<file path="config.mk">
export PLATFORM = sky130hd
export DESIGN_NAME = parking_controller
export DESIGN_NICKNAME = d
export VERILOG_FILES = /design/src/rtl/park_pkg.sv /design/src/rtl/parking_controller_slot_finder.sv /design/src/rtl/parking_controller.sv
export SDC_FILE = /design/constraint.sdc
export NUM_CORES = 1
export LEC_CHECK = 0
export ABC_AREA = 1
export BUFFER_PORTS_ARGS = -buffer_cell sky130_fd_sc_hd__buf_4
export CELL_PAD_IN_SITES_DETAIL_PLACEMENT = 1
export CELL_PAD_IN_SITES_GLOBAL_PLACEMENT = 1
export CORE_ASPECT_RATIO = 1.1
export CORE_MARGIN = 3
export CORE_UTILIZATION = 44
export CTS_CLUSTER_DIAMETER = 50
export DETAILED_ROUTE_END_ITERATION = 10
export PLACE_DENSITY_LB_ADDON = 0.1
export REMOVE_ABC_BUFFERS = 1
export SLEW_MARGIN = 20
export SYNTH_ARGS = -nofsm -noshare
export SYNTH_HDL_FRONTEND = slang
export SYNTH_SLANG_ARGS = --single-unit
</file>
<file path="constraint.sdc">
create_clock -name i_clk -period 6.9 [get_ports i_clk]
set_input_delay 0.345 -clock i_clk [delete_from_list [all_inputs] [get_ports i_clk]]
set_output_delay 0.345 -clock i_clk [all_outputs]
set_load 0.02 [all_outputs]
</file>
<file path="src/rtl/park_pkg.sv">
// park_pkg
//   Shared definitions for the parking controller: slot geometry, the
//   controller state type and a helper that counts free slots in an
//   occupancy vector.
package park_pkg;

  localparam int NUM_SLOTS = 8;
  localparam int SLOT_W    = 3;
  localparam int COUNT_W   = 4;

  typedef enum logic [1:0] {
    IDLE  = 2'd0,
    ENTRY = 2'd1,
    EXIT  = 2'd2,
    RESP  = 2'd3
  } state_t;

  // Number of clear bits in an occupancy vector (0..NUM_SLOTS).
  function automatic logic [COUNT_W-1:0] count_free(input logic [NUM_SLOTS-1:0] occ);
    logic [COUNT_W-1:0] cnt;
    cnt = '0;
    for (int i = 0; i < NUM_SLOTS; i++) begin
      if (!occ[i]) cnt = cnt + 1'b1;
    end
    return cnt;
  endfunction

endpackage

</file>
<file path="src/rtl/parking_controller_slot_finder.sv">
// slot_finder
//   Combinational priority encoder returning the lowest-index free slot.
//   Ports:
//     i_occupancy  in   NUM_SLOTS  one bit per slot, 1 = occupied
//     o_slot       out  SLOT_W     index of the lowest clear bit (0 when none)
//     o_any_free   out  1          at least one slot is free
module slot_finder
  import park_pkg::*;
(
  input  logic [NUM_SLOTS-1:0] i_occupancy,
  output logic [SLOT_W-1:0]    o_slot,
  output logic                 o_any_free
);

  // Scan from the top down so the last match written is the lowest index.
  always_comb begin
    o_slot = '0;
    for (int i = NUM_SLOTS - 1; i >= 0; i--) begin
      if (!i_occupancy[i]) o_slot = i[SLOT_W-1:0];
    end
  end

  assign o_any_free = ~&i_occupancy;

endmodule

</file>
<file path="src/rtl/parking_controller.sv">
// parking_controller
//   Eight-slot parking allocator. An entry request grabs the lowest free
//   slot and issues an encrypted token (slot XOR pattern); an exit request
//   decrypts the presented token and frees that slot if it is occupied.
//   Each request runs IDLE -> ENTRY/EXIT -> RESP -> IDLE, and the result
//   pulse is high for exactly the RESP cycle.
//   Optional feature macro: PARK_STATS_EN adds o_reject_count.
//   Ports:
//     i_clk, i_rst        clock, synchronous active-high reset
//     i_enter_req         entry request (IDLE only)
//     i_exit_req          exit request (IDLE only), wins over entry
//     i_exit_token[2:0]   token captured together with i_exit_req
//     i_pattern_load      load i_pattern_in (IDLE, no other request)
//     i_pattern_in[2:0]   new cipher pattern
//     o_busy              controller is not in IDLE
//     o_token_out[2:0]    token of the last successful entry
//     o_entry_ok/_err     entry result pulses
//     o_exit_ok/_err      exit result pulses
//     o_full              all slots occupied (registered)
//     o_free_count[3:0]   free slots, 0..8 (registered)
//     o_reject_count[7:0] saturating error-pulse count (PARK_STATS_EN only)
module parking_controller
  import park_pkg::*;
(
  input  logic               i_clk,
  input  logic               i_rst,
  input  logic               i_enter_req,
  input  logic               i_exit_req,
  input  logic [SLOT_W-1:0]  i_exit_token,
  input  logic               i_pattern_load,
  input  logic [SLOT_W-1:0]  i_pattern_in,
  output logic               o_busy,
  output logic [SLOT_W-1:0]  o_token_out,
  output logic               o_entry_ok,
  output logic               o_entry_err,
  output logic               o_exit_ok,
  output logic               o_exit_err,
  output logic               o_full,
  output logic [COUNT_W-1:0] o_free_count
`ifdef PARK_STATS_EN
  ,
  output logic [7:0]         o_reject_count
`endif
);

  state_t               r_state;
  logic [NUM_SLOTS-1:0] r_occ;
  logic [SLOT_W-1:0]    r_pattern;
  logic [SLOT_W-1:0]    r_exit_token;
  logic [SLOT_W-1:0]    r_token_out;
  logic                 r_entry_ok;
  logic                 r_entry_err;
  logic                 r_exit_ok;
  logic                 r_exit_err;
  logic                 r_full;
  logic [COUNT_W-1:0]   r_free_count;

  state_t               w_state_next;
  logic [NUM_SLOTS-1:0] w_occ_next;
  logic [SLOT_W-1:0]    w_pattern_next;
  logic [SLOT_W-1:0]    w_exit_token_next;
  logic [SLOT_W-1:0]    w_token_out_next;
  logic                 w_entry_ok_next;
  logic                 w_entry_err_next;
  logic                 w_exit_ok_next;
  logic                 w_exit_err_next;
  logic [SLOT_W-1:0]    w_free_slot;
  logic                 w_any_free;
  logic [SLOT_W-1:0]    w_exit_slot;

  slot_finder u_slot_finder (
    .i_occupancy (r_occ),
    .o_slot      (w_free_slot),
    .o_any_free  (w_any_free)
  );

  assign w_exit_slot = r_exit_token ^ r_pattern;

  // Next-state and datapath updates. Result pulses are registered on the
  // ENTRY/EXIT -> RESP edge and default back to 0, so they live only in RESP.
  always_comb begin
    w_state_next      = r_state;
    w_occ_next        = r_occ;
    w_pattern_next    = r_pattern;
    w_exit_token_next = r_exit_token;
    w_token_out_next  = r_token_out;
    w_entry_ok_next   = 1'b0;
    w_entry_err_next  = 1'b0;
    w_exit_ok_next    = 1'b0;
    w_exit_err_next   = 1'b0;

    case (r_state)
      IDLE: begin
        if (i_exit_req) begin
          w_state_next      = EXIT;
          w_exit_token_next = i_exit_token;
        end else if (i_enter_req) begin
          w_state_next = ENTRY;
        end else if (i_pattern_load) begin
          w_pattern_next = i_pattern_in;
        end
      end
      ENTRY: begin
        w_state_next = RESP;
        if (w_any_free) begin
          w_occ_next[w_free_slot] = 1'b1;
          w_token_out_next        = w_free_slot ^ r_pattern;
          w_entry_ok_next         = 1'b1;
        end else begin
          w_entry_err_next = 1'b1;
        end
      end
      EXIT: begin
        w_state_next = RESP;
        if (r_occ[w_exit_slot]) begin
          w_occ_next[w_exit_slot] = 1'b0;
          w_exit_ok_next          = 1'b1;
        end else begin
          w_exit_err_next = 1'b1;
        end
      end
      RESP: begin
        w_state_next = IDLE;
      end
      default: begin
        w_state_next = IDLE;
      end
    endcase
  end

  // State and datapath registers. full/free_count are derived from the
  // registered occupancy, so they trail an occupancy change by one cycle.
  always_ff @(posedge i_clk) begin
    if (i_rst) begin
      r_state      <= IDLE;
      r_occ        <= '0;
      r_pattern    <= '0;
      r_exit_token <= '0;
      r_token_out  <= '0;
      r_entry_ok   <= 1'b0;
      r_entry_err  <= 1'b0;
      r_exit_ok    <= 1'b0;
      r_exit_err   <= 1'b0;
      r_full       <= 1'b0;
      r_free_count <= COUNT_W'(NUM_SLOTS);
    end else begin
      r_state      <= w_state_next;
      r_occ        <= w_occ_next;
      r_pattern    <= w_pattern_next;
      r_exit_token <= w_exit_token_next;
      r_token_out  <= w_token_out_next;
      r_entry_ok   <= w_entry_ok_next;
      r_entry_err  <= w_entry_err_next;
      r_exit_ok    <= w_exit_ok_next;
      r_exit_err   <= w_exit_err_next;
      r_full       <= &r_occ;
      r_free_count <= count_free(r_occ);
    end
  end

`ifdef PARK_STATS_EN
  logic [7:0] r_reject_count;

  // Counts error pulses while they are visible, saturating at 255.
  always_ff @(posedge i_clk) begin
    if (i_rst) begin
      r_reject_count <= '0;
    end else if ((r_entry_err || r_exit_err) && (r_reject_count != 8'hFF)) begin
      r_reject_count <= r_reject_count + 8'd1;
    end
  end

  assign o_reject_count = r_reject_count;
`endif

  assign o_busy       = (r_state != IDLE);
  assign o_token_out  = r_token_out;
  assign o_entry_ok   = r_entry_ok;
  assign o_entry_err  = r_entry_err;
  assign o_exit_ok    = r_exit_ok;
  assign o_exit_err   = r_exit_err;
  assign o_full       = r_full;
  assign o_free_count = r_free_count;

endmodule

</file>
======== Yosys cells after proc, flatten, opt, wreduce, memory -nomap -nowiden ========
Index checks and enable logic that the tools add are counted.
cells by class
  equality and inequality tests ........... 6
  order comparisons ....................... 4
  div/mod/pow operators ................... 0
  muxes and demuxes ....................... 39
  reduce and logical (&&, ||, !) cells .... 13
  bitwise operators ....................... 10
  shift-type cells ........................ 0
  $add $sub $neg .......................... 7
  multipliers ............................. 0
operators by type and width
  operator               number
  $mux W4                14
  $add A4 B1 Y4 const B  7
  $mux W3                8
  $mux W8                2
  $pmux W8 S2            1
  $and A8 B8 Y8          1
  $lt A3 B4 Y1 const B   2
  $mux W1                8
  $not A8 Y8             1
  $or A8 B8 Y8           1
  $reduce_and A8 Y1      1
  $demux W1 S3           2
  $ge A3 B1 Y1 const B   2
  $pmux W2 S3            1
  $reduce_or A2 Y1       3
  $xor A3 B3 Y3          2
  $not A1 Y1             5
  $eq A2 B2 Y1 const B   2
  $mux W2                2
  $ne A2 B2 Y1 const B   2
  $reduce_and A2 Y1      2
  $reduce_and A4 Y1      1
  $reduce_bool A2 Y1     2
  $bmux W1 S3            1
  5 further kinds        6
storage, ports and cells
  ROM bits ................................ 0
  logic and storage cells ................. 90
  bits in registers ....................... 28
  memories ................................ 0
  bits in latches ......................... 0
  bits of input ports ..................... 11
  output and inout bits ................... 13
  bits in writable memories ............... 0

======== Depth between registers and ports, before layout ========
  word-level depth ........................ 22
  mapped depth ............................ 24

======== Cells and area by module ========
Synthesis repeated with hierarchy kept, for this count alone.
unflattened totals
  cells, all modules ...................... 332
  area, all modules ....................... 2133.3 um2
by module, submodules not included
  module              cells an instance  area an instance (um2)  times used  sequential area each (um2)
  parking_controller  314                2054.5                  1           560.5
  slot_finder         18                 78.8                    1           0.0

======== Worst setup path before layout ========
Ideal clock, no wire load.
  path type ............................... register to register
  from .................................... register r_occ[0]
  to ...................................... register r_free_count[1], in the netlist o_free_count[1]
  period minus slack after synthesis ...... 3.672 ns
  slack ................................... 3.228 ns
  required time ........................... 6.784 ns
  cell stages (with the launch flop) ...... 21
  arrival time ............................ 3.556 ns
  cells stage by stage .................... dfxtp_1 -> inv_1 -> ha_1 -> nand2_1 -> nand2_2 -> ha_1 -> nand2_1 -> nand2_1 -> ha_1 -> or2_2 -> nand2_1 -> inv_1 -> ha_1 -> nand2_1 -> nand2_1 -> ha_1 -> or2_2 -> a21boi_0 -> ha_1 -> o211ai_1 -> inv_1
on the way
  longest elaborated chain between the ends .. 22
RTL lines
  item                      line                       RTL
  start: declaration        parking_controller.sv:47   logic [NUM_SLOTS-1:0] r_occ;
  start signal: assignment  parking_controller.sv:148  r_occ <= w_occ_next;
  $mux W1 *                 park_pkg.sv:23             if (!occ[i]) cnt = cnt + 1'b1;
  $mux W4 *                 parking_controller.sv:134  if (i_rst) begin
  $add A4 B1 Y4             park_pkg.sv:23
  $mux W4 *                 park_pkg.sv:23
  $mux W4 *                 parking_controller.sv:134
  $add A4 B1 Y4             park_pkg.sv:23
  $mux W4 *                 park_pkg.sv:23
  $mux W4 *                 parking_controller.sv:134
  (+6 left out)             -
  $add A4 B1 Y4             park_pkg.sv:23
  $mux W4 *                 park_pkg.sv:23
  $mux W4 *                 parking_controller.sv:134
  $add A4 B1 Y4             park_pkg.sv:23
  $mux W4 *                 park_pkg.sv:23
  $mux W4 *                 parking_controller.sv:134
  $add A4 B1 Y4             park_pkg.sv:23
  $mux W4 *                 park_pkg.sv:23
  end signal: assignment    parking_controller.sv:145  r_free_count <= COUNT_W'(NUM_SLOTS);
  end signal: assignment    parking_controller.sv:157  r_free_count <= count_free(r_occ);
  end: declaration          parking_controller.sv:56   logic [COUNT_W-1:0] r_free_count;
Mark *: on every way between the ends. The rest lies on a longest branch, timed or not. The select of a mux whose other input is x is not followed.
A chain may end at the register's enable or synchronous reset.

======== Worst setup path after layout ========
Same ends and word-level chain as after synthesis.

==> implementation parameters <==
Parameter                              Value

Outcome
  Result of the run ... finished clean

Yosys
  Share of flip-flops with an asynchronous set or reset ... 0
  Cell with the most instances after synthesis ... sky130_fd_sc_hd__nand2_1
  Cell area after technology mapping ... 0.002028 mm^2
  Count of different cell masters after synthesis ... 34
  Mean instance size in the synthesized netlist ... 6.318 um^2
  Sequential area share after synthesis ... 0.2764
  Most common library cells after synthesis ... sky130_fd_sc_hd__nand2_1 (99), sky130_fd_sc_hd__inv_1 (33), sky130_fd_sc_hd__nand3_1 (29), sky130_fd_sc_hd__nor2_1 (29), sky130_fd_sc_hd__dfxtp_1 (28)
  Area leader, netlist ... sky130_fd_sc_hd__dfxtp_1
  Flip-flop and latch count after synthesis ... 28
  Most used flip-flop cell after synthesis ... sky130_fd_sc_hd__dfxtp_1
  Gate count of the mapped netlist ... 321
  Proportion of netlist area held by the largest area contributor ... 0.2764
  EDFF count, synth ... 0
  Total number of yosys warnings ... 0
  Leading post-synthesis cells by cell area ... sky130_fd_sc_hd__dfxtp_1 (28%), sky130_fd_sc_hd__nand2_1 (18%), sky130_fd_sc_hd__nand3_1 (7.2%)

Drt
  Via density per instance ... 5.256
  Total Wirelength ... 5522 um
  Count of routing violations after the opening detailed-route iteration ... 61
  Remaining antenna violation count after routing ... 0
  Uppermost layer routed ... met4
  Remaining routing DRC violations ... 0
  Routed length on met3 ... 166 um
  Detailed-routing iteration count for the pre-antenna-repair pass ... 4
  Wire length on met1 ... 2384 um
  Total vias in the final route ... 2076
  Detailed route wirelength on metal2 ... 2886 um
  Wire per inst ... 13.98 um

Layout
  Design Area, Final ... 0.002298 mm^2
  Final #Nets ... 364
  Cell Count, Final, Fillers Out ... 395
  Number of antenna cells inserted ... 0
  Fraction of layout cells with a size suffix above 1 ... 0.1760
  Layout-stage area growth over the synthesis result ... 13.32%

Setup path
  Worst Path Class, Setup ... reg2reg
  Worst R2R Setup Slack ... 2.92 ns
  Critical path launch point type ... register
  Worst Path Max Fanout ... 6
  Data arrival time at the worst-slack endpoint ... 4.18 ns
  Category of the worst setup path capture point ... register
  Worst EP required ... 7.09 ns

CTS
  Number of cells upsized or downsized after cts ... 0
  TritonCTS buffer count ... 3
  CTS tree ... done
  H-tree depth ... 1
  Clock transition at the registers of the reported paths ... 0.10 ns
  Clock Latency Late Sink ... 0.29 ns
  CTS Buffer Depth ... 2
  Library cell used as clock root buffer ... sky130_fd_sc_hd__clkbuf_8
  Count of clock tree sinks ... 28
  Setup fix buffers added after clock tree synthesis ... 0
  Hold buffers post-CTS ... 0

Floorplanning
  X dimension of the die ... 70.74 um
  Full die area ... 0.005461 mm^2
  Top Ports ... 24
  Die Y ... 77.21 um
  Placeable core area ... 0.004379 mm^2
  Initial core utilization ... 0.4631
  FP Rows ... 25

Pwr
  Power density cells ... 427.1 mW/mm^2
  Worst VDD drop ... 0.1583 mV
  Leakage power summed over all cells ... 1.142 nW

STA
  Share of the clock period used by the worst path after layout ... 0.5775
  Count of final hold-check violations ... 0
  Worst Max-Slew Pin Slew ... 0.7431 ns
  Final count of negative-setup-slack endpoints ... 0
  Final setup TNS ... 0 ns
  Peak Freq ... 251.0 MHz
  Minimum clock period ... 3.985 ns
  Clock skew ... 0.007579 ns
  RSZ-0062 raised after global routing ... false
  Number of slew-limit violations in the final report ... 0
  Worst-case headroom to the max-slew limit ... 0.5008

Placement
  Post-detailed-placement cell area ... 0.002227 mm^2
  Count of buffers from port buffering ... 23
  Total half-perimeter wirelength after legalization and detailed placement ... 4347 um
  Weighted congestion reported at the end of routability-driven placement ... 0.8887
  Placed cell count ... 391

GRT
  First-pass GRT wire length ... 9804 um
  Remaining global-route overflow ... 0
  Number of global-route vias before repair ... 2159
  Global-route usage over all layers ... 0.2204
  Largest net degree at the start of global routing ... 18
  Initial antenna violation count ... 0

Job
  Number of maximum-capacitance constraint violations ... 0

Worst hold path
  Path class of the lowest-slack min-delay path ... in2reg
[layout by cell type, fill, tap and decap left out, drive strengths merged, types with 2 or more instances in the layout]
master / count
o31ai: 3
clkbuf: 3
nor3: 8
xor2: 3
buf: 23
nand2: 105
a31oi: 2
o211ai: 2
o21ai: 23
nand3: 29
ha: 11
a21oi: 15
dfxtp: 28
nor2: 31
inv: 45
or2: 4
[worst paths after layout]
kind                                       from              end  cells after the start
worst max-delay path                   r_occ[0]  o_free_count[1]                     20
worst min-delay path            i_pattern_in[1]     r_pattern[1]                      3
worst max register to register         r_occ[0]  o_free_count[1]                     20
worst min register to register     r_pattern[0]     r_pattern[0]                      2
[state kept, by name (all words and copies together), names as in the netlist]
name          cells
r_occ             8
o_free_count      4
o_token_out       3
r_exit_token      3
r_pattern         3
r_state           2
o_entry_err       1
o_entry_ok        1
o_exit_err        1
o_exit_ok         1
o_full            1
[worst max-delay path: stages, from the launching register on]
cell and delay (ns):
sky130_fd_sc_hd__dfxtp_1 0.42, sky130_fd_sc_hd__inv_1 0.08, sky130_fd_sc_hd__ha_1 0.34, sky130_fd_sc_hd__nand2_1 0.14, sky130_fd_sc_hd__nand2_2 0.08, sky130_fd_sc_hd__ha_1 0.29
sky130_fd_sc_hd__nand2_1 0.10, sky130_fd_sc_hd__nand2_1 0.08, sky130_fd_sc_hd__ha_1 0.29, sky130_fd_sc_hd__or2_2 0.29, sky130_fd_sc_hd__nand2_1 0.09, sky130_fd_sc_hd__inv_1 0.05
sky130_fd_sc_hd__ha_1 0.27, sky130_fd_sc_hd__nand2_1 0.07, sky130_fd_sc_hd__nand2_1 0.08, sky130_fd_sc_hd__ha_1 0.27, sky130_fd_sc_hd__or2_2 0.28, sky130_fd_sc_hd__a21boi_0 0.15
sky130_fd_sc_hd__ha_1 0.31, sky130_fd_sc_hd__o211ai_1 0.17, sky130_fd_sc_hd__inv_1 0.06
[metal layers]
metal  vias to the layer above  track usage
met3                         7      0.02490
met4                         0      0.06767
met2                        29       0.4072
li1                       1058            -
met5                         -            0
met1                       982       0.2607
[per-stage QoR]
stage	hold WS [ns]	utilization	total power (W)	setup WS (ns)
6_report	0.3046	0.5249	0.0009817	2.915
5_1_grt	0.3215	0.5249	0.001108	2.534
4_1_cts	0.3035	0.5249	0.0009936	2.896
3_5_place_dp	0.5176	0.5086	0.0008537	2.926
3_3_place_gp	0.5003	0.5086	0.0008201	3.074
2_1_floorplan	0.4074	-	0.0006915	3.222
[area by class of cell]
| class | count | area, um^2 |
|---|---|---|
| multi-input combinational | 241 | 1257 |
| fill | 624 | 2081 |
| sequential | 28 | 560.5 |
| clock buffer | 3 | 41.29 |
| inverter | 45 | 168.9 |
| tap | 54 | 67.56 |
| clock inverter | 1 | 30.03 |
| timing repair buffer | 23 | 172.7 |
[power by group]
part	leakage (nW)	internal [W]	switching, W
logic	0.878	0.000239	0.000402
clock network	0.0357	0.0000779	0.0000561
registers	0.229	0.000189	0.0000172
[cells by family (layout without fill, tap and decap cells)]
family,after synthesis,after routing,share of synthesized area
AOI/OAI and AO/OA,47,47,0.1357
xor gates and xnor gates,4,4,0.03023
adders and majority gates,11,11,0.06786
buffers and inverters,52,72,0.1036
DFF,28,28,0.2764
and+or+nand+nor,179,179,0.3862
Power figures use the tool's default switching activity.
